--- src/rtl/cacheline_adapter_pkg.sv ---
// Shared types and widths for the cache-line to burst-memory adapter.
package cacheline_adapter_pkg;

  localparam int LINE_W   = 256;
  localparam int BEAT_W   = 64;
  localparam int BEATS    = LINE_W / BEAT_W;
  localparam int CNT_W    = $clog2(BEATS);
  localparam int ADDR_W   = 32;

  // Clears the byte-offset-within-line bits so every burst starts on a line boundary.
  localparam logic [ADDR_W-1:0] ALIGN_MASK = ~ADDR_W'(LINE_W / 8 - 1);

  typedef enum logic [1:0] {
    IDLE,
    RD_WAIT,
    WR_BURST,
    RESP
  } state_e;

endpackage

--- src/rtl/cacheline_adapter.sv ---
// Converts single-cycle 256-bit line requests from a cache into 4-beat
// 64-bit bursts on a burst memory port, and back again for reads.
module cacheline_adapter
  import cacheline_adapter_pkg::*;
(
  input  logic                clk,
  input  logic                rst,

  input  logic [ADDR_W-1:0]   ufp_addr,
  input  logic                ufp_read,
  input  logic                ufp_write,
  input  logic [LINE_W-1:0]   ufp_wdata,
  output logic [LINE_W-1:0]   ufp_rdata,
  output logic                ufp_resp,

  output logic [ADDR_W-1:0]   bmem_addr,
  output logic                bmem_read,
  output logic                bmem_write,
  output logic [BEAT_W-1:0]   bmem_wdata,
  input  logic                bmem_ready,
  input  logic [BEAT_W-1:0]   bmem_rdata,
  input  logic                bmem_rvalid
);

  state_e             state_q, state_d;
  logic [CNT_W-1:0]   cnt_q,   cnt_d;
  logic [ADDR_W-1:0]  addr_q,  addr_d;
  // Assembly buffer for read beats, or the captured line during a writeback.
  logic [LINE_W-1:0]  line_q,  line_d;
  // Last completed read line; kept apart so a writeback never disturbs it.
  logic [LINE_W-1:0]  rdata_q, rdata_d;

  logic [ADDR_W-1:0]  aligned_addr;

  assign aligned_addr = ufp_addr & ALIGN_MASK;
  assign ufp_rdata    = rdata_q;

  // Next-state, datapath updates and all strobe outputs.
  always_comb begin
    // NOTE: every signal assigned here gets a default first so no path can
    // leave one unassigned, which would infer a latch.
    state_d    = state_q;
    cnt_d      = cnt_q;
    addr_d     = addr_q;
    line_d     = line_q;
    rdata_d    = rdata_q;
    ufp_resp   = 1'b0;
    bmem_read  = 1'b0;
    bmem_write = 1'b0;
    bmem_addr  = addr_q;
    bmem_wdata = line_q[cnt_q*BEAT_W +: BEAT_W];

    unique case (state_q)
      IDLE: begin
        // Commands go straight out in the accepting cycle, so address and
        // first write beat come from the request, not the latched copies.
        bmem_addr  = aligned_addr;
        bmem_wdata = ufp_wdata[BEAT_W-1:0];
        if (bmem_ready) begin
          if (ufp_read) begin
            // Read wins when both requests are raised together.
            bmem_read = 1'b1;
            addr_d    = aligned_addr;
            cnt_d     = '0;
            state_d   = RD_WAIT;
          end else if (ufp_write) begin
            bmem_write = 1'b1;
            addr_d     = aligned_addr;
            line_d     = ufp_wdata;
            cnt_d      = CNT_W'(1);
            state_d    = WR_BURST;
          end
        end
      end

      RD_WAIT: begin
        if (bmem_rvalid) begin
          line_d[cnt_q*BEAT_W +: BEAT_W] = bmem_rdata;
          cnt_d = cnt_q + CNT_W'(1);
          if (cnt_q == CNT_W'(BEATS - 1)) begin
            // Publish the full line so it is visible in the response cycle.
            rdata_d = line_d;
            state_d = RESP;
          end
        end
      end

      WR_BURST: begin
        // Beats 1..3 stream on consecutive cycles without waiting on memory.
        bmem_write = 1'b1;
        cnt_d      = cnt_q + CNT_W'(1);
        if (cnt_q == CNT_W'(BEATS - 1)) begin
          state_d = RESP;
        end
      end

      RESP: begin
        ufp_resp = 1'b1;
        state_d  = IDLE;
      end

      default: begin
        state_d = IDLE;
      end
    endcase
  end

  // State, beat counter, address and line registers with synchronous reset.
  always_ff @(posedge clk) begin
    // NOTE: sequential state uses non-blocking assignments so every register
    // samples the pre-edge values regardless of statement order.
    if (rst) begin
      // NOTE: the line buffers are reset because ufp_rdata must read as zero
      // until the first read completes; this costs reset fan-out on 512 flops.
      state_q <= IDLE;
      cnt_q   <= '0;
      addr_q  <= '0;
      line_q  <= '0;
      rdata_q <= '0;
    end else begin
      state_q <= state_d;
      cnt_q   <= cnt_d;
      addr_q  <= addr_d;
      line_q  <= line_d;
      rdata_q <= rdata_d;
    end
  end

endmodule
--- config.mk ---
export PLATFORM = sky130hd
export DESIGN_NAME = cacheline_adapter
export DESIGN_NICKNAME = d
export VERILOG_FILES = /design/src/rtl/cacheline_adapter_pkg.sv /design/src/rtl/cacheline_adapter.sv
export SDC_FILE = /design/constraint.sdc
export NUM_CORES = 1
export LEC_CHECK = 0
export CORE_ASPECT_RATIO = 0.5
export CORE_UTILIZATION = 35
export DETAILED_ROUTE_END_ITERATION = 8
export GPL_TIMING_DRIVEN = 0
export PLACE_DENSITY = 0.57
export SLEW_MARGIN = 0
export SYNTH_ARGS = -nofsm -noshare
export SYNTH_HDL_FRONTEND = slang
export SYNTH_SLANG_ARGS = --single-unit
--- constraint.sdc ---
create_clock -name clk -period 3.5 [get_ports clk]
set_input_delay 0.7 -clock clk [delete_from_list [all_inputs] [get_ports clk]]
set_output_delay 0.7 -clock clk [all_outputs]
set_load 0.03 [all_outputs]
==> flow_summary_export.csv, run 1 <==
group,metric,value,unit
finish,fin_nets,4192,
sta,min_period,3.50,ns
sta,rsz0062_at_grt,"true",
place,dpl_cell_area,0.0339,mm^2
setup_path,cp.arrival,2.80,ns
power,leakagePower,13.2,nW
clock_network,cts.path.max_buffers,3,
logic_synthesis,seq_area_frac_synth,42.3,%
setup_path,r2r-end,"line_q[134]$_SDFFE_PP0P_",
sta,skew,0.0281,ns
clock_network,cts.sinks,543,
run,drv_cap,1,
power,ir_worst_vdd,0.440,mV
setup_path,rrSetupSlack,0.02,ns
sta,finalSetupTns,-0.000583,ns
logic_synthesis,async_reset_ff_share,0,%
place,dp_worst_setup_slack,-0.812,ns
route,wl,141000,um
power,powerDensity,738,mW/mm^2
setup_path,setup.worst_path.start,"cnt_q[1]$_SDFFE_PP0P_",
route,route.antenna.remaining_nets,0,
setup_path,worstPathRequired,2.80,ns
finish,ff_latch_area,0.0109,mm^2
min_path,holdPathStages,2,
power,p_switching,11.8,mW
power,pwr-share-seq,28.5,%
clock_network,htreeDepth,2,
setup_path,cp-start-kind,"flip-flop",
sta,finalSetupViolCount,1,
floorplanning,die_w,385,um
floorplanning,coreArea,0.0718,mm^2
floorplanning,rows,69,
floorplanning,die-area,0.0746,mm^2
status,violations,"capacitance limit, slew limit, setup timing",
logic_synthesis,synth_ff_type,"dfxtp_1",
clock_network,cts_tree,"done",
floorplanning,initial_core_util,35.8,%
power,swShare,44.8,%
min_path,hold_class,"reg -> reg",
finish,fillers,7101,
clock_network,clockRootBuffer,"clkbuf_16",
global_route,grt-ovfl-total,0,
setup_path,path_class,"reg -> out",
power,comb_power_share,48.4,%
route,viasPerCell,5.98,
clock_network,cts_made_buffers,52,
sta,holdWs,0.453,ns
sta,setup_slack,-0.000583,ns
route,vias,28941,
logic_synthesis,yosys_register_bits,543,
sta,slew_headroom,-2.13,%
logic_synthesis,yosysUniqueCellTypes,44,
global_route,grt_pass1_wl,197000,um
power,clock_power_share,23.2,%
logic_synthesis,mappedNetlistArea,0.0257,mm^2
logic_synthesis,syn_avg_cell_area,8.39,um^2
min_path,min_to,"addr_q[22]$_SDFFE_PP0P_",
finish,fin_util,49.9,%
global_route,grt_pass1_vias,27270,
logic_synthesis,yosys.area.top_type,"dfxtp_1",
route,wire_per_inst,29.1,um
finish,syn2layout_area_growth,39.5,%
route,drc_errors,0,
place,dp_hpwl,110000,um
sta,fmax,286,MHz
global_route,antenna_found_initial,24,
logic_synthesis,yosysTopAreaCellShare,42.3,%
route,drtPass1Iterations,5,
status,outcome,"finished with violations",
place,place.gp.congestion,0.948,
finish,final_layout_size_suffix_gt1_share,10.0,%
setup_path,rr_worst_depth,9,
logic_synthesis,ys_top_cells_by_area,"dfxtp_1 (42%), a21oi_1 (12%), a22o_1 (6.1%)",
clock_network,clk_transition_reported_paths,0.07,ns
finish,fin_area,0.0358,mm^2
sta,maxSlewViolCount,11,
route,drt_first_iter_violations,3467,
floorplanning,pin_count,713,
sta,fin_crit_sh,100,%
setup_path,crit_path_max_fanout,10,
power,internal-power,14.6,mW
place,io_buffers,700,
logic_synthesis,synth-edff-count,0,
logic_synthesis,ys_warn_count,0,
finish,multi_input_area,0.0133,mm^2
clock_network,worstSkewPairLatency,0.63,ns
sta,hold_violations,0,
floorplanning,die_h,194,um
logic_synthesis,synth_cells,3064,
sta,tightest_slew,1.53,ns
setup_path,timing.rr.start,"cnt_q[1]$_SDFFE_PP0P_",
min_path,holdCritStartpoint,"addr_q[22]$_SDFFE_PP0P_",
global_route,gr-usage-all-layers,36.2,%
setup_path,setup.worst_path.end_class,"primary output",
global_route,grt_max_degree,16,
-- state kept, by name (all words and copies together), names as in the netlist --
name / count
line_q: 256
ufp_rdata: 256
addr_q: 27
cnt_q: 2
state_q: 2
-- routing by layer --
metal / track usage (%) / routed length, um / up-vias
li1: - / - / 12651
met1: 49.3 / 58800 / 14363
met2: 55.5 / 62900 / 1609
met3: 6.69 / 12700 / 316
met4: 16.5 / 6610 / 2
met5: 0 / 12 / -
-- synthesized netlist by cell type (all sizes together) (64+ instances only) --
cell     instances
o2bb2ai         78
nor2b           91
dfxtp          543
a32oi           64
a31oi           78
mux4            64
a22o           178
clkbuf         182
a21oi          630
nand2          326
o21ai          259
nor2           263
nand2b          83
buf            132
-- how the worst max path moves through the flow --
stage	end	depth (start not counted)	slack [ns]
after CTS	bmem_wdata[45]	9	-0.03
after floorplan	line_q[132]$_SDFFE_PP0P_	11	0.99
after detailed placement	bmem_wdata[45]	9	-0.81
final	bmem_wdata[31]	6	-0.0006
after global routing	bmem_wdata[10]	9	-0.002
after global placement	bmem_wdata[45]	9	-0.86
-- cell usage in the layout (no fill, tap or decap), types with 53 or more instances in the layout --
master,count
clkbuf_1,166
mux4_2,64
dfxtp_1,541
a21oi_1,628
clkbuf_16,53
nand2b_1,83
buf_2,82
a31oi_1,78
o21ai_0,259
nor2b_1,91
a22o_1,178
nand2_1,326
nor2_1,262
o2bb2ai_1,78
clkdlybuf4s50_1,628
a32oi_1,64
-- power groups by stage --
stage,Clock [mW],Combinational (mW),Sequential (mW)
6_report,6.13,12.8,7.53
5_1_grt,6.38,13.5,7.58
3_3_place_gp,0,12.4,7.60
3_5_place_dp,0,12.4,7.62
4_1_cts,6.11,12.5,7.49
2_1_floorplan,0,7.60,7.37
-- critical path: stages (launching register included) --
cell and delay, ns:
dfxtp_1 0.57, buf_4 0.35, clkbuf_2 0.41, mux4_2 0.38, nand2_1 0.11, nand2_1 0.06, clkdlybuf4s15_2 0.30
-- logic make-up after synthesis --
kind of cell | count (synthesis) | synth area share (%)
AOI/OAI and AO/OA | 1318 | 31.1
adders and majority gates | 11 | 0.536
buffers and inverters | 323 | 5.87
and+or+nand+nor | 776 | 13.3
other | 1 | 0.0146
DFF | 543 | 42.3
muxes | 92 | 6.83
-- layout make-up --
class | instances | share of cell area [%]
well taps | 958 | 3.34
flip-flops and latches | 543 | 30.3
inverters | 9 | 0.105
clock buffers | 73 | 4.36
clock inverters | 23 | 0.600
multi-input cells | 2202 | 37.2
repair buffers | 703 | 19.5
diodes | 19 | 0.133
plain buffers | 312 | 4.46
-- stage by stage --
step                total power [mW]  std cells
detailed placement              20.1       4726
CTS                             26.1       4823
global route                    27.5       4839
global placement                20.0       4726
finish                          26.4       4842
floorplan                       15.0       3068
-- timing repair --
action,in CTS,in global routing
hold buffers,0,0
gates cloned,0,0
setup endpoints to repair,564,151
setup buffers,3,0
resized for setup,174,75
Power figures use the tool's default switching activity.
==> run 2: changes to the inputs <==
--- a/config.mk
+++ b/config.mk
@@ -7,6 +7,7 @@
 export LEC_CHECK = 0
 export CORE_ASPECT_RATIO = 0.5
 export CORE_UTILIZATION = 35
+export CTS_BUF_LIST = sky130_fd_sc_hd__clkbuf_8
 export DETAILED_ROUTE_END_ITERATION = 8
 export GPL_TIMING_DRIVEN = 0
 export PLACE_DENSITY = 0.57
==> constraint.sdc (replaced) <==
create_clock -name clk -period 4.23 [get_ports clk]
set_input_delay 0.846 -clock clk [delete_from_list [all_inputs] [get_ports clk]]
set_output_delay 0.846 -clock clk [all_outputs]
set_load 0.03 [all_outputs]
==> run 2 against run 1 <==
The run ends with setup timing left; first-iteration DRC count shrank 6.1%; design area shrank 0.43%; worst hold slack is essentially flat; largest power group unchanged; die area is the same; sequential power shrank 17%; combinational power shrank 17%; clock skew grew 0.0064 ns; final cell count grew 0.95%; utilization shrank 0.21 points; total power shrank 19%.
==> flow_summary_export.csv, run 2 (synthesis gave the netlist of run 1 again) <==
group,metric,value,unit
finish,fin_util,49.7,%
floorplanning,die-area,0.0746,mm^2
power,leakagePower,13.4,nW
global_route,met2_usage,55.2,%
setup_path,path_cells,"clkbuf_1 > mux4_2 > nand2_1 > nand2_1 > clkdlybuf4s50_1",
route,drc_errors,0,
global_route,antenna_found_initial,25,
setup_path,r2r-end,"ufp_rdata[239]$_SDFFE_PP0P_",
setup_path,slowest_stage,"clkbuf_1",
floorplanning,pin_count,713,
clock_network,cts.path.max_buffers,3,
power,ir_worst_vdd,0.367,mV
setup_path,cp_top_family,"buffers and inverters",
clock_network,htreeDepth,3,
place,io_buffers,700,
floorplanning,rows,69,
clock_network,clockRootBuffer,"clkbuf_8",
route,route.antenna.remaining_nets,0,
finish,layout_common_cells,"clkdlybuf4s50_1 (660), a21oi_1 (629), dfxtp_1 (543), nand2_1 (326), nor2_1 (263)",
sta,hold_violations,0,
min_path,hold_class,"reg -> reg",
sta,holdWs,0.453,ns
global_route,grt-ovfl-total,0,
sta,tightest_slew,1.47,ns
finish,fillers,7171,
finish,final_common_cell,"clkdlybuf4s50_1",
global_route,use_met3,6.96,%
floorplanning,coreArea,0.0718,mm^2
global_route,grt_pass1_vias,27529,
sta,finalSetupViolCount,1,
finish,final_layout_size_suffix_gt1_share,8.97,%
setup_path,worst_path_most_repeated_cell,"nand2_1",
status,violations,"setup timing",
setup_path,cp.arrival,3.44,ns
finish,syn2layout_area_growth,38.9,%
setup_path,critPathBufInv,2,
setup_path,setup.worst_path.end_class,"primary output",
setup_path,rrSetupSlack,0.19,ns
route,wire_per_inst,28.9,um
status,outcome,"finished with violations",
sta,fin_crit_sh,101,%
clock_network,cts_tree,"done",
sta,rsz0062_at_grt,"false",
floorplanning,die_w,385,um
power,powerDensity,599,mW/mm^2
route,wl,141000,um
setup_path,path_depth,5,
global_route,grt_max_degree,11,
sta,skew,0.0344,ns
setup_path,worstPathRequired,3.38,ns
floorplanning,initial_core_util,35.8,%
setup_path,crit_path_max_fanout,10,
sta,slew_headroom,1.91,%
sta,min_period,4.28,ns
sta,setup_slack,-0.0544,ns
route,vias,29008,
place,place.gp.congestion,0.948,
clock_network,cts_made_buffers,83,
global_route,met1_usage,49.3,%
clock_network,clk_transition_reported_paths,0.07,ns
setup_path,setup.worst_path.start,"cnt_q[1]$_SDFFE_PP0P_",
place,dp_worst_setup_slack,-0.228,ns
clock_network,hold_buffers,0,
setup_path,rr_worst_depth,10,
sta,fmax,233,MHz
route,viasPerCell,5.93,
floorplanning,die_h,194,um
run,drv_cap,0,
route,drt_first_iter_violations,3254,
setup_path,cp-start-kind,"flip-flop",
place,dp_hpwl,110000,um
global_route,busiest_layer,"met2",
setup_path,critPathMaxStageDelay,0.82,ns
clock_network,worstSkewPairLatency,0.73,ns
sta,maxSlewViolCount,0,
route,drtPass1Iterations,6,
setup_path,timing.rr.start,"cnt_q[1]$_SDFFE_PP0P_",
setup_path,crit_end,"bmem_wdata[13]",
clock_network,cts.sinks,543,
global_route,gr-usage-all-layers,36.5,%
setup_path,path_class,"reg -> out",
finish,fin_nets,4224,
global_route,grt_pass1_wl,198000,um
[run 2: changes by cell type in the layout (fill, tap and decap cells not counted), moves of 7 or more]
cell | previous run | this run
buf_2 | 82 | 89
clkbuf_16 | 53 | 0
clkbuf_2 | 32 | 12
clkbuf_4 | 9 | 2
clkbuf_8 | 17 | 102
clkdlybuf4s15_2 | 26 | 0
clkdlybuf4s50_1 | 628 | 660
dlymetal6s2s_1 | 6 | 22
inv_1 | 5 | 33
[run 2: per-stage QoR]
step	std cells	area, um^2	total power, mW	TNS [ns]
global route	4885	35700	22.3	0
floorplan	3068	25700	12.4	0
detailed placement	4726	33900	16.6	-3.30
finish	4888	35700	21.4	-0.0544
CTS	4870	35600	21.2	0
global placement	4726	33900	16.5	-5.81
[run 2: timing repair]
action / 4_1_cts / 5_1_grt
gates resized for setup: 47 / 27
cloned: 0 / 0
setup endpoints to repair: 73 / 35
buffers inserted: 3 / 0
[run 2: how the worst min path moves through the flow]
stage,from,end,slack (ns),cells after the start
2_1_floorplan,addr_q[10]$_SDFFE_PP0P_,addr_q[10]$_SDFFE_PP0P_,0.43,2
3_3_place_gp,addr_q[23]$_SDFFE_PP0P_,addr_q[23]$_SDFFE_PP0P_,0.44,2
3_5_place_dp,addr_q[7]$_SDFFE_PP0P_,addr_q[7]$_SDFFE_PP0P_,0.45,2
4_1_cts,addr_q[7]$_SDFFE_PP0P_,addr_q[7]$_SDFFE_PP0P_,0.45,2
5_1_grt,addr_q[7]$_SDFFE_PP0P_,addr_q[7]$_SDFFE_PP0P_,0.47,2
6_report,addr_q[22]$_SDFFE_PP0P_,addr_q[22]$_SDFFE_PP0P_,0.45,2
[run 2: power breakdown]
part | switching (mW) | internal, mW
Combinational | 6.92 | 3.65
Sequential | 0.530 | 5.70
Clock | 2.30 | 2.29
[run 2: worst min-delay path: stages, from the launching register on]
cell	delay [ns]
dfxtp_1	0.31
nand2_1	0.05
a21oi_1	0.05
[run 2: cell type report]
type	instances	area, um^2	share of cell area (%)
antenna	18	45.0	0.126
buffer	313	1520	4.25
clock buffer	102	1400	3.93
clock inverter	40	220	0.617
inverter	9	37.5	0.105
multi-input combinational	2202	13300	37.3
sequential	543	10900	30.5
tap	958	1200	3.36
timing repair buffer	703	7070	19.8
[run 2: routing by layer]
metal | part of all wire (%) | vias to the layer above
met1 | 41 | 14317
met5 | 0.028 | -
met4 | 4.9 | 6
met3 | 9.2 | 340
li1 | - | 12694
met2 | 44 | 1651
